### src/rtl/ram_stream_reader.sv
// Read master for a registered-in/registered-out single-port RAM: streams LEN words from BASE
// through a credit-limited output FIFO onto a valid/ready interface.
module ram_stream_reader #(
  parameter int DW         = 16,
  parameter int AW         = 8,
  parameter int RD_LAT     = 2,
  parameter int FIFO_DEPTH = 4
) (
  input  logic          clk,
  input  logic          reset,
  input  logic          start,
  input  logic [AW-1:0] base_addr,
  input  logic [AW:0]   len,
  output logic          busy,
  output logic          done,
  output logic [AW-1:0] ram_addr,
  output logic          ram_we,
  output logic [DW-1:0] ram_din,
  input  logic [DW-1:0] ram_q,
  output logic [DW-1:0] dout,
  output logic          dout_valid,
  input  logic          dout_ready
);

  localparam int PW = (FIFO_DEPTH > 1) ? $clog2(FIFO_DEPTH) : 1;
  localparam int CW = $clog2(FIFO_DEPTH + 1);

  typedef enum logic [1:0] {IDLE, RUN, DRAIN, DONE} state_t;

  state_t            state, state_nx;
  logic [AW:0]       issue_left, recv_left;
  logic [RD_LAT-1:0] vpipe;
  logic [DW-1:0]     fifo_mem [FIFO_DEPTH];
  logic [PW-1:0]     wptr, rptr;
  logic [CW-1:0]     count;
  int unsigned       inflight;
  logic              issue, push, pop, launch;

  assign ram_we     = 1'b0;
  assign ram_din    = '0;
  assign busy       = (state == RUN) || (state == DRAIN);
  assign done       = (state == DONE);
  assign dout_valid = (count != '0);
  assign dout       = dout_valid ? fifo_mem[rptr] : '0;

  // Credit: words buffered plus reads still in the RAM pipe never exceed FIFO_DEPTH.
  always_comb begin
    inflight = 0;
    for (int unsigned i = 0; i < RD_LAT; i++)
      inflight = inflight + 32'(vpipe[i]);
  end

  always_comb begin
    launch = (state == IDLE) && start && (len != '0);
    issue  = (state == RUN) && ((32'(count) + inflight) < 32'(FIFO_DEPTH));
    push   = vpipe[RD_LAT-1];
    pop    = dout_valid && dout_ready;
  end

  always_comb begin
    state_nx = state;
    case (state)
      IDLE:  if (start) state_nx = (len != '0) ? RUN : DONE;
      RUN:   if (issue && issue_left == (AW+1)'(1)) state_nx = DRAIN;
      DRAIN: if (pop && recv_left == (AW+1)'(1)) state_nx = DONE;
      DONE:  state_nx = IDLE;
      default: state_nx = IDLE;
    endcase
  end

  always_ff @(posedge clk) begin
    if (reset) begin
      state      <= IDLE;
      ram_addr   <= '0;
      issue_left <= '0;
      recv_left  <= '0;
      vpipe      <= '0;
      wptr       <= '0;
      rptr       <= '0;
      count      <= '0;
    end else begin
      state <= state_nx;
      vpipe <= (vpipe << 1) | RD_LAT'(issue);

      if (launch) begin
        ram_addr   <= base_addr;
        issue_left <= len;
        recv_left  <= len;
      end else begin
        if (issue) begin
          ram_addr   <= ram_addr + AW'(1);
          issue_left <= issue_left - (AW+1)'(1);
        end
        if (pop) recv_left <= recv_left - (AW+1)'(1);
      end

      if (push) wptr <= wptr + PW'(1);
      if (pop)  rptr <= rptr + PW'(1);
      case ({push, pop})
        2'b10:   count <= count + CW'(1);
        2'b01:   count <= count - CW'(1);
        default: count <= count;
      endcase

      assert (!(push && !pop && count == CW'(FIFO_DEPTH)));
    end
  end

  always_ff @(posedge clk) begin
    if (push) fifo_mem[wptr] <= ram_q;
  end

endmodule

### config.mk
export PLATFORM = sky130hd
export DESIGN_NAME = ram_stream_reader
export DESIGN_NICKNAME = d
export VERILOG_FILES = /design/src/rtl/ram_stream_reader.sv
export SDC_FILE = /design/constraint.sdc
export NUM_CORES = 1
export LEC_CHECK = 0
export ABC_AREA = 1
export CORE_ASPECT_RATIO = 0.75
export CORE_UTILIZATION = 45
export DETAILED_ROUTE_END_ITERATION = 8
export PLACE_DENSITY = 0.81
export SLEW_MARGIN = 20
export SYNTH_ARGS = -nofsm -noshare
export SYNTH_HDL_FRONTEND = slang
export SYNTH_SLANG_ARGS = --single-unit
### constraint.sdc
create_clock -name clk -period 4 [get_ports clk]
set_input_delay 0.6 -clock clk [delete_from_list [all_inputs] [get_ports clk]]
set_output_delay 0.6 -clock clk [all_outputs]
set_load 0.02 [all_outputs]
==> flow_summary_export.csv <==
group,metric,value,unit
route,detail_route.wl_per_cell,13.5,µm
timing,final.setup_skew,6.76,ps
timing,fmax,0.301,GHz
pwr,vdd_ir_drop_max,0.000238,V
critical_path,endpoint_kind,"primary output",
timing,setup_viol,0,
floorplan,rows,33,
outcome,status,"finished with violations",
floorplan,io_pins,81,
placement,place_hpwl,7410,µm
floorplan,core_area,11000,µm²
layout,area_growth,18.0,%
outcome,violations,"design-rule violations",
floorplan,dieHeight,94.3,µm
timing,slew_headroom,44.8,%
layout,multi_input_area,2010,µm²
synthesis,synthCells,597,
grt,globalRoute.busiestLayer,"met2",
timing,finalHoldViolCount,0,
critical_path,required,3400,ps
critical_path,critical_path.max_stage_delay,720,ps
grt,track_usage,18.9,%
clock_network,htree_levels,3,
job,drv_cap,0,
grt,grt_overflow,0,
critical_path,critPathLaunchType,"flop",
synthesis,avgSynthCellArea,8.55,µm²
clock_network,clk_pin_slew,70,ps
timing,tightest_slew,827,ps
timing,rsz0062_at_grt,"no",
clock_network,hold_buffers,0,
clock_network,cts-resized-gates,0,
grt,grt_max_degree,34,
critical_path,r2r_slack,1730,ps
placement,gp_congestion,0.848,
grt,use_met3,3.59,%
clock_network,cts_tree,"built",
placement,port_buffers,63,
critical_path,timing.rr.start,"count[1]",
clock_network,cts_buffers,9,
critical_path,crit_type,"reg -> out",
timing,drv_slew,0,
synthesis,synth-seq-area-share,52.9,%
route,vias,4074,
critical_path,path_buf_inv,2,
grt,grt_pass1_vias,3833,
critical_path,r2r_end,"count[2]",
timing,fin_crit_sh,82.9,%
layout,layout-drive-gt1-share,4.26,%
route,ant_nets,0,
worst_hold_path,hold_path_end,"vpipe[1]",
clock_network,clockBufferDepth,2,
grt,grt_pass1_wl,17700,µm
layout,seq_area,2700,µm²
grt,antenna_found_initial,0,
clock_network,clk_latency,330,ps
critical_path,cp.arrival,2720,ps
clock_network,cts_sinks,103,
timing,finalSetupTns,0,ps
layout,final_util,54.9,%
clock_network,postCtsSetupBuffers,0,
route,drt_first_pass_iters,7,
route,drtIter0Drc,398,
grt,met1_usage,23.6,%
route,drcViolationCount,14,
pwr,leakage,0.00245,µW
synthesis,yosys_warnings,0,
critical_path,cp_slowest_cell,"dfxtp_1",
critical_path,critPathTopFamily,"buffers and inverters",
worst_hold_path,worstHoldStart,"vpipe[0]",
layout,final_common_cell,"nor2_1",
floorplan,initial_core_util,46.5,%
timing,min_period,3320,ps
layout,fill_cells,932,
pwr,p_per_area,600,nW/µm²
route,via_per_inst,5.11,
synthesis,ys_ff_latch,103,
critical_path,critPathMaxFanout,17,
synthesis,syn_area,5110,µm²
worst_hold_path,hold_depth,2,
route,wl,10700,µm
grt,use_met2,32.8,%
floorplan,die-area,11800,µm²
clock_network,clockRootBuffer,"clkbuf_16",
layout,antenna_cells,0,
worst_hold_path,min_path_type,"reg -> reg",
layout,mostFrequentLayoutCells,"nor2_1, nand2_1, edfxtp_1, clkdlybuf4s50_1",
synthesis,synth.distinct_cells,29,
timing,holdWs,433,ps
critical_path,worstRegToRegCells,11,
floorplan,die_x,125,µm
layout,final_nets,706,
critical_path,worstPathCellList,"inv_1 -> nor2_1 -> o21ai_0 -> a21oi_1 -> clkdlybuf4s50_1",
logic make-up (layout without fill, tap and decap cells):
group	Yosys count	count (layout)	synth area share, %
AOI/OAI and AO/OA	86	86	8.92
other	1	17	0.0734
and+or+nand+nor	285	285	22.8
xor gates and xnor gates	12	12	2.06
buffers and inverters	93	137	8.94
adders and majority gates	17	17	4.31
DFF	103	103	52.9
worst reg2reg max path, cell delays in order (launching register included):
cell and delay, ps:
dfxtp_1 420, nor2_1 80, nand2_2 110, nand2_2 120, inv_1 310, ha_1 220, inv_1 70, fa_1 380
a21oi_1 140, o21ai_0 110, o21ai_0 150, a21oi_1 50
layout make-up:
cell class	count	area share, %
sequential	103	44.9
multi-input combinational	417	33.3
timing repair buffer	66	10.8
clock buffer	10	3.80
inverter	55	3.45
tap	140	2.91
clock inverter	6	0.851
registers in the layout (all words and copies together), names as in the netlist, named ones only:
signal / flops
recv_left: 9
count: 3
ram_addr: 8
fifo_mem: 64
wptr: 2
rptr: 2
state: 2
vpipe: 2
issue_left: 9
cell usage after synthesis:
library cell	instances	share of area (%)
nor2_4	1	0.22
nand3_2	1	0.20
o21ai_0	53	5.2
and2_1	1	0.12
clkbuf_1	10	0.74
o21bai_4	1	0.37
buf_4	19	2.8
inv_2	1	0.073
xor2_1	10	1.7
buf_1	1	0.073
dfxtp_1	39	15
edfxtp_1	64	38
fa_1	1	0.39
buf_2	4	0.39
conb_1	1	0.073
nand2_1	95	7.0
buf_6	4	0.88
nand2_2	2	0.24
inv_1	53	3.9
nand3_1	41	4.0
nand4_1	4	0.49
a21oi_4	1	0.32
ha_1	16	3.9
nor2_2	1	0.12
nor2_1	138	10
xnor2_1	2	0.34
nand2_4	1	0.22
a21oi_1	31	3.0
clkinv_2	1	0.098
worst max-delay path by stage:
| stage | slack (ps) | to | start | depth (start not counted) |
|---|---|---|---|---|
| floorplan | 2010 | count[2] | count[1] | 12 |
| global placement | 1130 | dout[4] | flop | 5 |
| detailed placement | 1080 | dout[7] | flop | 5 |
| CTS | 670 | dout[7] | flop | 5 |
| global route | 470 | dout[3] | flop | 5 |
| finish | 680 | dout[3] | flop | 5 |
where the power goes:
group          switching (µW)  internal, µW  leakage, µW
Clock                     387           431     0.000134
Sequential                106          1260     0.000896
Combinational             897           538      0.00142
per-layer routing:
layer	up-vias	part of all wire [%]
met1	1934	44
met2	115	50
met3	14	4.4
li1	2011	-
met4	0	1.3
met5	-	0
metrics by stage:
stage	worst slack (ps)	std cells	power, µW	instance area [µm²]
after CTS	669	797	3630	6030
final	682	797	3610	6030
after detailed placement	1080	781	2800	5750
after global placement	1130	781	2740	5750
after global routing	470	797	3870	6030
after floorplan	2010	613	2440	5170
Note: power is estimated with default switching activity, not from simulation.
